**src/rtl/pool_pkg.sv**
```systemverilog
// rtl/pool_pkg.sv - shared types, defaults and helpers for the max-pool sequencer
package pool_pkg;

   localparam int DATA_W_DEF = 8;
   localparam int ADDR_W_DEF = 14;

   typedef enum logic [2:0] {
      IDLE,
      R0,
      R1,
      R2,
      R3,
      WR,
      DONE
   } state_t;

   // Bit i gives the column/row offset of the i-th read in a 2x2 window.
   localparam logic [3:0] WIN_DX = 4'b1010;
   localparam logic [3:0] WIN_DY = 4'b1100;

   function automatic logic signed [31:0] smax(input logic signed [31:0] a,
                                              input logic signed [31:0] b);
      return (a > b) ? a : b;
   endfunction

endpackage

```
**src/rtl/pool_addr_gen.sv**
```systemverilog
// rtl/pool_addr_gen.sv - window counters and SRAM address generation for pool_ctrl
module pool_addr_gen
   import pool_pkg::*;
#(
   parameter int ADDR_W = ADDR_W_DEF,
   parameter int DIM_W  = 6,
   parameter int CH_W   = 7
) (
   input  logic              clk,
   input  logic              rstn,
   input  logic              load,
   input  logic              step,
   input  logic [1:0]        phase,
   input  logic [DIM_W-1:0]  cfg_width,
   input  logic [DIM_W-1:0]  cfg_height,
   input  logic [CH_W-1:0]   cfg_channels,
   input  logic [ADDR_W-1:0] in_base,
   input  logic [ADDR_W-1:0] out_base,
   output logic [ADDR_W-1:0] rd_addr,
   output logic [ADDR_W-1:0] wr_addr,
   output logic              last_window
);

   logic [DIM_W-1:0]  w_r, h_r, ow, oh, ox, oy;
   logic [CH_W-1:0]   ch_r, c;
   logic [ADDR_W-1:0] ib_r, ob_r;

   assign ow = {1'b0, w_r[DIM_W-1:1]};
   assign oh = {1'b0, h_r[DIM_W-1:1]};

   assign last_window = (ox == ow - DIM_W'(1)) && (oy == oh - DIM_W'(1)) &&
                        (c == ch_r - CH_W'(1));

   // 32-bit intermediate then truncate: wrap modulo 2^ADDR_W is intended.
   assign rd_addr = ADDR_W'(32'(ib_r) + 32'(c) * 32'(w_r) * 32'(h_r) +
                            (32'({oy, 1'b0}) + 32'(WIN_DY[phase])) * 32'(w_r) +
                            32'({ox, 1'b0}) + 32'(WIN_DX[phase]));

   assign wr_addr = ADDR_W'(32'(ob_r) + 32'(c) * 32'(ow) * 32'(oh) +
                            32'(oy) * 32'(ow) + 32'(ox));

   always_ff @(posedge clk or negedge rstn) begin
      if (!rstn) begin
         w_r  <= '0;
         h_r  <= '0;
         ch_r <= '0;
         ib_r <= '0;
         ob_r <= '0;
         ox   <= '0;
         oy   <= '0;
         c    <= '0;
      end else if (load) begin
         w_r  <= cfg_width;
         h_r  <= cfg_height;
         ch_r <= cfg_channels;
         ib_r <= in_base;
         ob_r <= out_base;
         ox   <= '0;
         oy   <= '0;
         c    <= '0;
      end else if (step) begin
         if (ox == ow - DIM_W'(1)) begin
            ox <= '0;
            if (oy == oh - DIM_W'(1)) begin
               oy <= '0;
               c  <= c + CH_W'(1);
            end else begin
               oy <= oy + DIM_W'(1);
            end
         end else begin
            ox <= ox + DIM_W'(1);
         end
      end
   end

endmodule

```
**src/rtl/pool_ctrl.sv**
```systemverilog
// rtl/pool_ctrl.sv - 2x2 stride-2 max-pool sequencer (FSM + accumulator)
// Define POOL_RELU_EN to clamp negative pooled results to zero.
module pool_ctrl
   import pool_pkg::*;
#(
   parameter int DATA_W = DATA_W_DEF,
   parameter int ADDR_W = ADDR_W_DEF,
   parameter int DIM_W  = 6,
   parameter int CH_W   = 7
) (
   input  logic                     clk,
   input  logic                     rstn,
   input  logic                     start,
   input  logic [DIM_W-1:0]         cfg_width,
   input  logic [DIM_W-1:0]         cfg_height,
   input  logic [CH_W-1:0]          cfg_channels,
   input  logic [ADDR_W-1:0]        in_base,
   input  logic [ADDR_W-1:0]        out_base,
   output logic                     rd_en,
   output logic [ADDR_W-1:0]        rd_addr,
   input  logic signed [DATA_W-1:0] rd_data,
   output logic                     wr_en,
   output logic [ADDR_W-1:0]        wr_addr,
   output logic [DATA_W-1:0]        wr_data,
   output logic                     busy,
   output logic                     done
);

   state_t                   state, state_nx;
   logic                     load, step, cfg_ok, last_window;
   logic [1:0]               phase;
   logic [ADDR_W-1:0]        rd_addr_g, wr_addr_g;
   logic signed [DATA_W-1:0] acc, wmax, pooled;

   assign cfg_ok = (cfg_width[DIM_W-1:1] != '0) && (cfg_height[DIM_W-1:1] != '0) &&
                   (cfg_channels != '0);

   pool_addr_gen #(
      .ADDR_W (ADDR_W),
      .DIM_W  (DIM_W),
      .CH_W   (CH_W)
   ) u_addr_gen (
      .clk          (clk),
      .rstn         (rstn),
      .load         (load),
      .step         (step),
      .phase        (phase),
      .cfg_width    (cfg_width),
      .cfg_height   (cfg_height),
      .cfg_channels (cfg_channels),
      .in_base      (in_base),
      .out_base     (out_base),
      .rd_addr      (rd_addr_g),
      .wr_addr      (wr_addr_g),
      .last_window  (last_window)
   );

   always_ff @(posedge clk or negedge rstn) begin
      if (!rstn) state <= IDLE;
      else       state <= state_nx;
   end

   always_comb begin
      state_nx = state;
      load     = 1'b0;
      step     = 1'b0;
      phase    = 2'd0;
      rd_en    = 1'b0;
      wr_en    = 1'b0;
      busy     = 1'b0;
      done     = 1'b0;
      case (state)
         IDLE: begin
            if (start) begin
               if (cfg_ok) begin
                  state_nx = R0;
                  load     = 1'b1;
               end else begin
                  state_nx = DONE;
               end
            end
         end
         R0: begin rd_en = 1'b1; busy = 1'b1; phase = 2'd0; state_nx = R1; end
         R1: begin rd_en = 1'b1; busy = 1'b1; phase = 2'd1; state_nx = R2; end
         R2: begin rd_en = 1'b1; busy = 1'b1; phase = 2'd2; state_nx = R3; end
         R3: begin rd_en = 1'b1; busy = 1'b1; phase = 2'd3; state_nx = WR; end
         WR: begin
            wr_en    = 1'b1;
            busy     = 1'b1;
            step     = 1'b1;
            state_nx = last_window ? DONE : R0;
         end
         DONE: begin
            done = 1'b1;
            if (!start) state_nx = IDLE;
         end
         default: state_nx = IDLE;
      endcase
   end

   // rd_data trails rd_en by one cycle, so R1 sees the R0 word.
   assign wmax = DATA_W'(smax(32'(acc), 32'(rd_data)));

   always_ff @(posedge clk or negedge rstn) begin
      if (!rstn) begin
         acc <= '0;
      end else begin
         case (state)
            R1:      acc <= rd_data;
            R2, R3:  acc <= wmax;
            default: ;
         endcase
      end
   end

`ifdef POOL_RELU_EN
   assign pooled = wmax[DATA_W-1] ? '0 : wmax;
`else
   assign pooled = wmax;
`endif

   assign rd_addr = rd_en ? rd_addr_g : '0;
   assign wr_addr = wr_en ? wr_addr_g : '0;
   assign wr_data = wr_en ? pooled : '0;

endmodule

```
**config.mk**
```make
export PLATFORM = sky130hd
export DESIGN_NAME = pool_ctrl
export DESIGN_NICKNAME = d
export VERILOG_FILES = /design/src/rtl/pool_pkg.sv /design/src/rtl/pool_addr_gen.sv /design/src/rtl/pool_ctrl.sv
export SDC_FILE = /design/constraint.sdc
export NUM_CORES = 1
export LEC_CHECK = 0
export BUFFER_PORTS_ARGS = -buffer_cell sky130_fd_sc_hd__buf_2
export CORE_MARGIN = 3
export CORE_UTILIZATION = 31
export DETAILED_ROUTE_END_ITERATION = 8
export SLEW_MARGIN = 20
export SYNTH_ARGS = -nofsm -noshare
export SYNTH_HDL_FRONTEND = slang
export SYNTH_SLANG_ARGS = --single-unit
```
**constraint.sdc**
```tcl
create_clock -name clk -period 11.33 [get_ports clk]
set_input_delay 1.133 -clock clk [delete_from_list [all_inputs] [get_ports clk]]
set_output_delay 1.133 -clock clk [all_outputs]
set_load 0.02 [all_outputs]
```
=== Yosys cells after proc, flatten, opt, wreduce, memory -nomap -nowiden ===
Index checks and enable logic that the tools add are counted.

* Flip-flop bits (word level): 77
* Input bits: 58
* Output and inout bits: 40
* Word-level logic and storage cells: 94

* $add $sub $neg: 14
* $mul: 6
* $lt $le $gt $ge: 2
* Eq/ne operators: 11
* Muxes and demuxes: 33
* Reductions and logical operators: 18

{| class="wikitable"
|+ Operator list
! cell !! number
|-
| 14-bit adder || 3
|-
| 6-bit two-way mux || 7
|-
| 32-bit by 6-bit multiplier with 14-bit output || 1
|-
| 14-bit two-way mux || 2
|-
| 7-bit two-way mux || 4
|-
| 3-bit case mux with 7 select lines || 1
|-
| 8-bit two-way mux || 2
|-
| 8-bit case mux with 2 select lines || 1
|-
| 14-bit by 1-bit adder with 14-bit output || 1
|-
| 14-bit by 12-bit adder with 14-bit output || 1
|-
| 14-bit by 6-bit adder with 14-bit output || 1
|-
| 14-bit by 7-bit adder with 14-bit output || 1
|-
| 13-bit by 5-bit multiplier with 14-bit output || 1
|-
| 13-bit by 6-bit multiplier with 14-bit output || 1
|-
| 7-bit by 6-bit multiplier with 13-bit output || 1
|-
| 6-bit by 1-bit adder with 6-bit output (second input constant) || 2
|-
| 6-bit == test || 2
|-
| 7-bit by 5-bit multiplier with 12-bit output || 1
|-
| 3-bit two-way mux || 4
|-
| 5-bit by 1-bit subtractor with 6-bit output (second input constant) || 2
|-
| 6-bit by 5-bit multiplier with 11-bit output || 1
|-
| 5-bit nonzero test || 2
|-
| 3-bit == test (second input constant) || 3
|-
| 1-bit two-way mux || 9
|-
| 20 further kinds || 30
|}

=== Longest topological paths before layout ===
* Depth after elaboration: 10
* Mapped depth: 33
* Depth with buffers taken out: 31

=== Hierarchy ===
Synthesis repeated with hierarchy kept, for this count alone.

* Cells, all modules: 1361
* Area, all modules: 12962.4 um2

{| class="wikitable"
|+ Modules (own cells, without submodules)
! module !! instances !! cells an instance !! area each (um2) !! seq. area each (um2)
|-
| pool_addr_gen || 1 || 1212 || 11712.5 || 1651.6
|-
| pool_ctrl || 1 || 149 || 1249.9 || 275.3
|}

=== Worst setup path after synthesis ===
Ideal clock, no wire load.

* Kind: register to output
* Start point: register u_addr_gen.w_r[3]
* End point: output port rd_addr[13]
* Arrival time: 8.452 ns
* Data required time: 10.197 ns
* Slack: 1.745 ns
* Cell stages (with the launch flop): 32
* Path buffers: 2
* Path through: dfrtp_1 -> clkbuf_1 -> clkbuf_1 -> nand2_1 -> fa_1 -> inv_1 -> fa_1 -> inv_1 -> fa_1 -> inv_1 -> ha_1 -> a21oi_1 -> nor2b_1 -> nor3_1 -> nor2_1 -> xor2_1 -> nand2_1 -> fa_1 -> fa_1 -> fa_1 -> fa_1 -> fa_1 -> inv_1 -> ha_1 -> xor2_1 -> xnor2_1 -> xnor2_1 -> xnor2_1 -> xnor3_1 -> xnor3_1 -> nand3_1 -> nor3b_1

* Word-level cells in the longest chain between the ends: 7
* Elaborated cells between the ends (all ways): 8
* Classes of those cells: add/sub (4); mul (3); mux (1)

{| class="wikitable"
|+ RTL lines
! item !! line !! RTL
|-
| from (decl) || pool_addr_gen.sv:24 || <nowiki>logic [DIM_W-1:0] w_r, h_r, ow, oh, ox, oy;</nowiki>
|-
| from (signal assigned) || pool_addr_gen.sv:53 || <nowiki>w_r <= cfg_width;</nowiki>
|-
| 7-bit by 6-bit multiplier with 13-bit output || pool_addr_gen.sv:35 || <nowiki>assign rd_addr = ADDR_W'(32'(ib_r) + 32'(c) * 32'(w_r) * 32'(h_r) +</nowiki>
|-
| 13-bit by 6-bit multiplier with 14-bit output || pool_addr_gen.sv:35 ||
|-
| 14-bit adder || pool_addr_gen.sv:35 ||
|-
| 14-bit adder (*) || pool_addr_gen.sv:35 ||
|-
| 14-bit by 7-bit adder with 14-bit output (*) || pool_addr_gen.sv:36 || <nowiki>(32'({oy, 1'b0}) + 32'(WIN_DY[phase])) * 32'(w_r) +</nowiki>
|-
| 14-bit by 1-bit adder with 14-bit output (*) || pool_addr_gen.sv:37 || <nowiki>32'({ox, 1'b0}) + 32'(WIN_DX[phase]));</nowiki>
|-
| 14-bit two-way mux (*) || pool_ctrl.sv:122 || <nowiki>assign rd_addr = rd_en ? rd_addr_g : '0;</nowiki>
|-
| to (decl) || pool_ctrl.sv:20 || <nowiki>output logic [ADDR_W-1:0] rd_addr,</nowiki>
|}

Every way passes the cells marked *; elsewhere a longest branch is shown, timed or not.

=== Worst setup path in the final report ===
* Start point: register u_addr_gen.w_r[1]
* End point: output port rd_addr[12]

Same word-level chain as after synthesis.

==> metrics.md <==
| Metric | Value |
|---|---|
| Outcome | `finished clean` |
| Worst path max stage delay | `810 ps` |
| Worst Reg-to-Reg Cells | `11` |
| Post-CTS setup buffers | `0` |
| Worst EP arrival | `9150 ps` |
| Yosys reg bits | `77` |
| Pre-CTS setup slack | `1420 ps` |
| Synth Warn # | `0` |
| Clock latency on the worst-skew pair | `370 ps` |
| Yosys cell types | `64` |
| Period Utilization, post-route | `90.8%` |
| Clk buf depth | `2` |
| Primary FF master, synth | `dfrtp_1` |
| Die Span X | `211 um` |
| WP data required | `10200 ps` |
| Setup crit end kind | `primary output` |
| Final critical-path required period | `10290 ps` |
| DRT Pass-1 Iters | `5` |
| Mapped Area | `0.0130 mm^2` |
| Hold Path Stages | `2` |
| Async S/R FF share, synth | `100%` |
| Max H-tree Level | `3` |
| Global-route wire length before repair | `56500 um` |
| Worst Hold End | `u_addr_gen.ob_r[7]$_DFFE_PN0P_` |
| Power after layout | `2.83 mW` |
| Buffers on Ports | `97` |
| CTS sink count | `77` |
| CTS buffer count | `9` |
| Met2 Usage GRT | `24.3%` |
| Leak | `7.54 nW` |
| Final-layout fill cell count | `4246` |
| Post-synthesis mux area share | `1.61%` |
| Largest delay contributor family on the critical path | `adder cells` |
| Top post-synthesis cells by area | `fa_1 (29%), dfrtp_1 (15%), ha_1 (13%)` |
| Final setup margin | `1040 ps` |
| Starting Density | `31.6%` |
| Core area | `0.0412 mm^2` |
| Slew headroom | `33.4%` |
| Sequential area share after synthesis | `14.8%` |
| Largest area contributor in the netlist | `fa_1` |
| CTS tree | `built` |
| Mapped Avg Cell Area | `8.65 um^2` |
| DR iter-0 viols | `608` |
| Util after Layout | `34.7%` |
| Initial antenna violation count | `0` |
| Final GP Congestion | `0.914` |
| Bufs and invs on worst path | `10` |
| Setup CP Type | `flop to primary output` |
| Slew @ Worst Pin | `999 ps` |
| Met1 usage | `24.7%` |
| Hold-fix buffers at CTS | `0` |
| Antenna-violating nets left | `0` |
| Die area | `0.0446 mm^2` |
| Row cnt | `74` |
| Post-cts repair resize count | `0` |
| Largest family of logic cells by synthesized area | `adder cells` |
| Total track usage | `16.1%` |
| GR Overflow Total | `0` |
| Routed len/inst | `16.4 um` |
| R2R Path End | `u_addr_gen.c[6]$_DFFE_PN0P_` |
| Area Growth Syn to Fin | `9.70%` |
| Io pins | `98` |
| Max-Cap Viols | `0` |
| RSZ-0062 raised after global routing | `no` |
| Pwr Density | `198 mW/mm^2` |
| Met3 Usage GRT | `1.99%` |
| Max Slew Vio Count | `0` |
| Setup TNS | `0 ps` |
| Clock root cell | `clkbuf_16` |
| Largest net degree at the start of global routing | `66` |
| Final nets | `1945` |
| Synth Area in Simple Gates | `18.8%` |
| Fmax | `97.2 MHz` |
| Drt total wl | `34500 um` |
| Crit start category | `flop` |
| Hold WS | `487 ps` |
| Adder-cell area share of the yosys netlist | `41.6%` |
| Min-Delay Path Class | `flop to flop` |
| Clock-pin slew on the worst setup and hold paths | `70 ps` |
| FF-to-FF Start | `u_addr_gen.h_r[1]$_DFFE_PN0P_` |
| Final setup violation count | `0` |
| EDFF count, synth | `0` |
| Number of global-route vias before repair | `10300` |
| Share of post-route cells with drive strength above 1 | `9.36%` |
| Via count | `9808` |
| Worst hold start | `u_addr_gen.ob_r[7]$_DFFE_PN0P_` |
| Busiest layer in global routing | `met1` |
| Final Hold Fails | `0` |
| Post-route DRC | `0` |
| Max Fanout on Critical Path | `19` |
| Mapped Nets | `1887` |
| Clk_skew | `10.0 ps` |
| DPL Wire Length | `28800 um` |
| Synth Area in Compound Gates | `6.90%` |
| Number of diodes | `0` |
| VDD IR max | `0.132 mV` |
| Post-synthesis xor/xnor area fraction | `6.23%` |
| Cell count after synthesis | `1507` |
| Critical Path Slowest Stage Cell | `dfrtp_1` |
| Top cell type's share of synthesized area | `28.6%` |
| Via/cell ratio | `4.67` |
| Die Height | `211 um` |
| Worst R2R Setup Slack | `7680 ps` |
[cells in the final DEF, fill, tap and decap left out, types with 48 or more instances in the layout]
master   count
o21ai_0     48
and2_1     102
nand2_1    236
dfrtp_1     77
nor2_1      76
xnor2_1     58
buf_2       96
ha_1       136
fa_1       186
inv_1      283
[stage by stage]
stage               cell area (um^2)  std cells
floorplan                      13000       1507
global placement               14000       2086
detailed placement             14000       2086
CTS                            14300       2102
global route                   14300       2102
finish                         14300       2102
[logic make-up (layout without fill, tap and decap cells)]
family / after synthesis / after routing
and+or+nand+nor: 517 / 517
buffers and inverters: 343 / 406
adders and majority gates: 322 / 322
AOI/OAI and AO/OA: 141 / 141
xor gates and xnor gates: 87 / 87
DFF: 77 / 77
muxes: 20 / 20
[layout make-up]
type / count / area (um^2) / share of cell area (%)
inverters: 283 / 1060 / 7.43
flip-flops and latches: 77 / 1930 / 13.5
well taps: 532 / 666 / 4.65
clock inverters: 6 / 50.0 / 0.350
multi-input cells: 1087 / 9800 / 68.5
repair buffers: 107 / 563 / 3.94
clock buffers: 10 / 239 / 1.67
[metal layers]
layer  routed length (um)  vias up
met5                    0        -
met4                  551        0
met3                 1630       25
met2                14900      217
met1                17400     4781
li1                     -     4785
[synthesized netlist by cell type (all sizes together) (15+ instances only)]
library cell	n
and2	103
a21oi	33
buf	15
clkbuf	45
xnor2	59
nand2	236
nor2	77
fa	186
dfrtp	77
nor3	25
inv	283
o21ai	50
xor2	25
ha	136
[report_power, final]
part	switching, mW	total [mW]	internal, mW
clock network	0.145	0.303	0.158
logic	1.13	1.93	0.797
registers	0.222	0.604	0.382
total	1.50	2.83	1.34
[how the worst max path moves through the flow]
| stage | startpoint | end | slack (ps) | depth (start not counted) |
|---|---|---|---|---|
| 2_1_floorplan | u_addr_gen.w_r[3]$_DFFE_PN0P_ | rd_addr[13] | 1750 | 31 |
| 3_3_place_gp | u_addr_gen.w_r[1]$_DFFE_PN0P_ | rd_addr[13] | 1640 | 30 |
| 3_5_place_dp | u_addr_gen.w_r[1]$_DFFE_PN0P_ | rd_addr[12] | 1420 | 31 |
| 4_1_cts | u_addr_gen.w_r[1]$_DFFE_PN0P_ | rd_addr[13] | 1020 | 30 |
| 5_1_grt | u_addr_gen.w_r[1]$_DFFE_PN0P_ | rd_addr[13] | 480 | 30 |
| 6_report | u_addr_gen.w_r[1]$_DFFE_PN0P_ | rd_addr[12] | 1040 | 31 |
[worst min-delay path, stage by stage (launching register included)]
cell and delay [ps]:
dfrtp_1 350, nand2_1 50, nand2_1 50
[sequential cells by signal (all words and copies together) (netlist names), 7 cells and up]
| name | cells |
|---|---|
| u_addr_gen.c | 7 |
| u_addr_gen.ob_r | 14 |
| u_addr_gen.ib_r | 14 |
| acc | 8 |
| u_addr_gen.ch_r | 7 |
(Power assumes the default switching activity.)
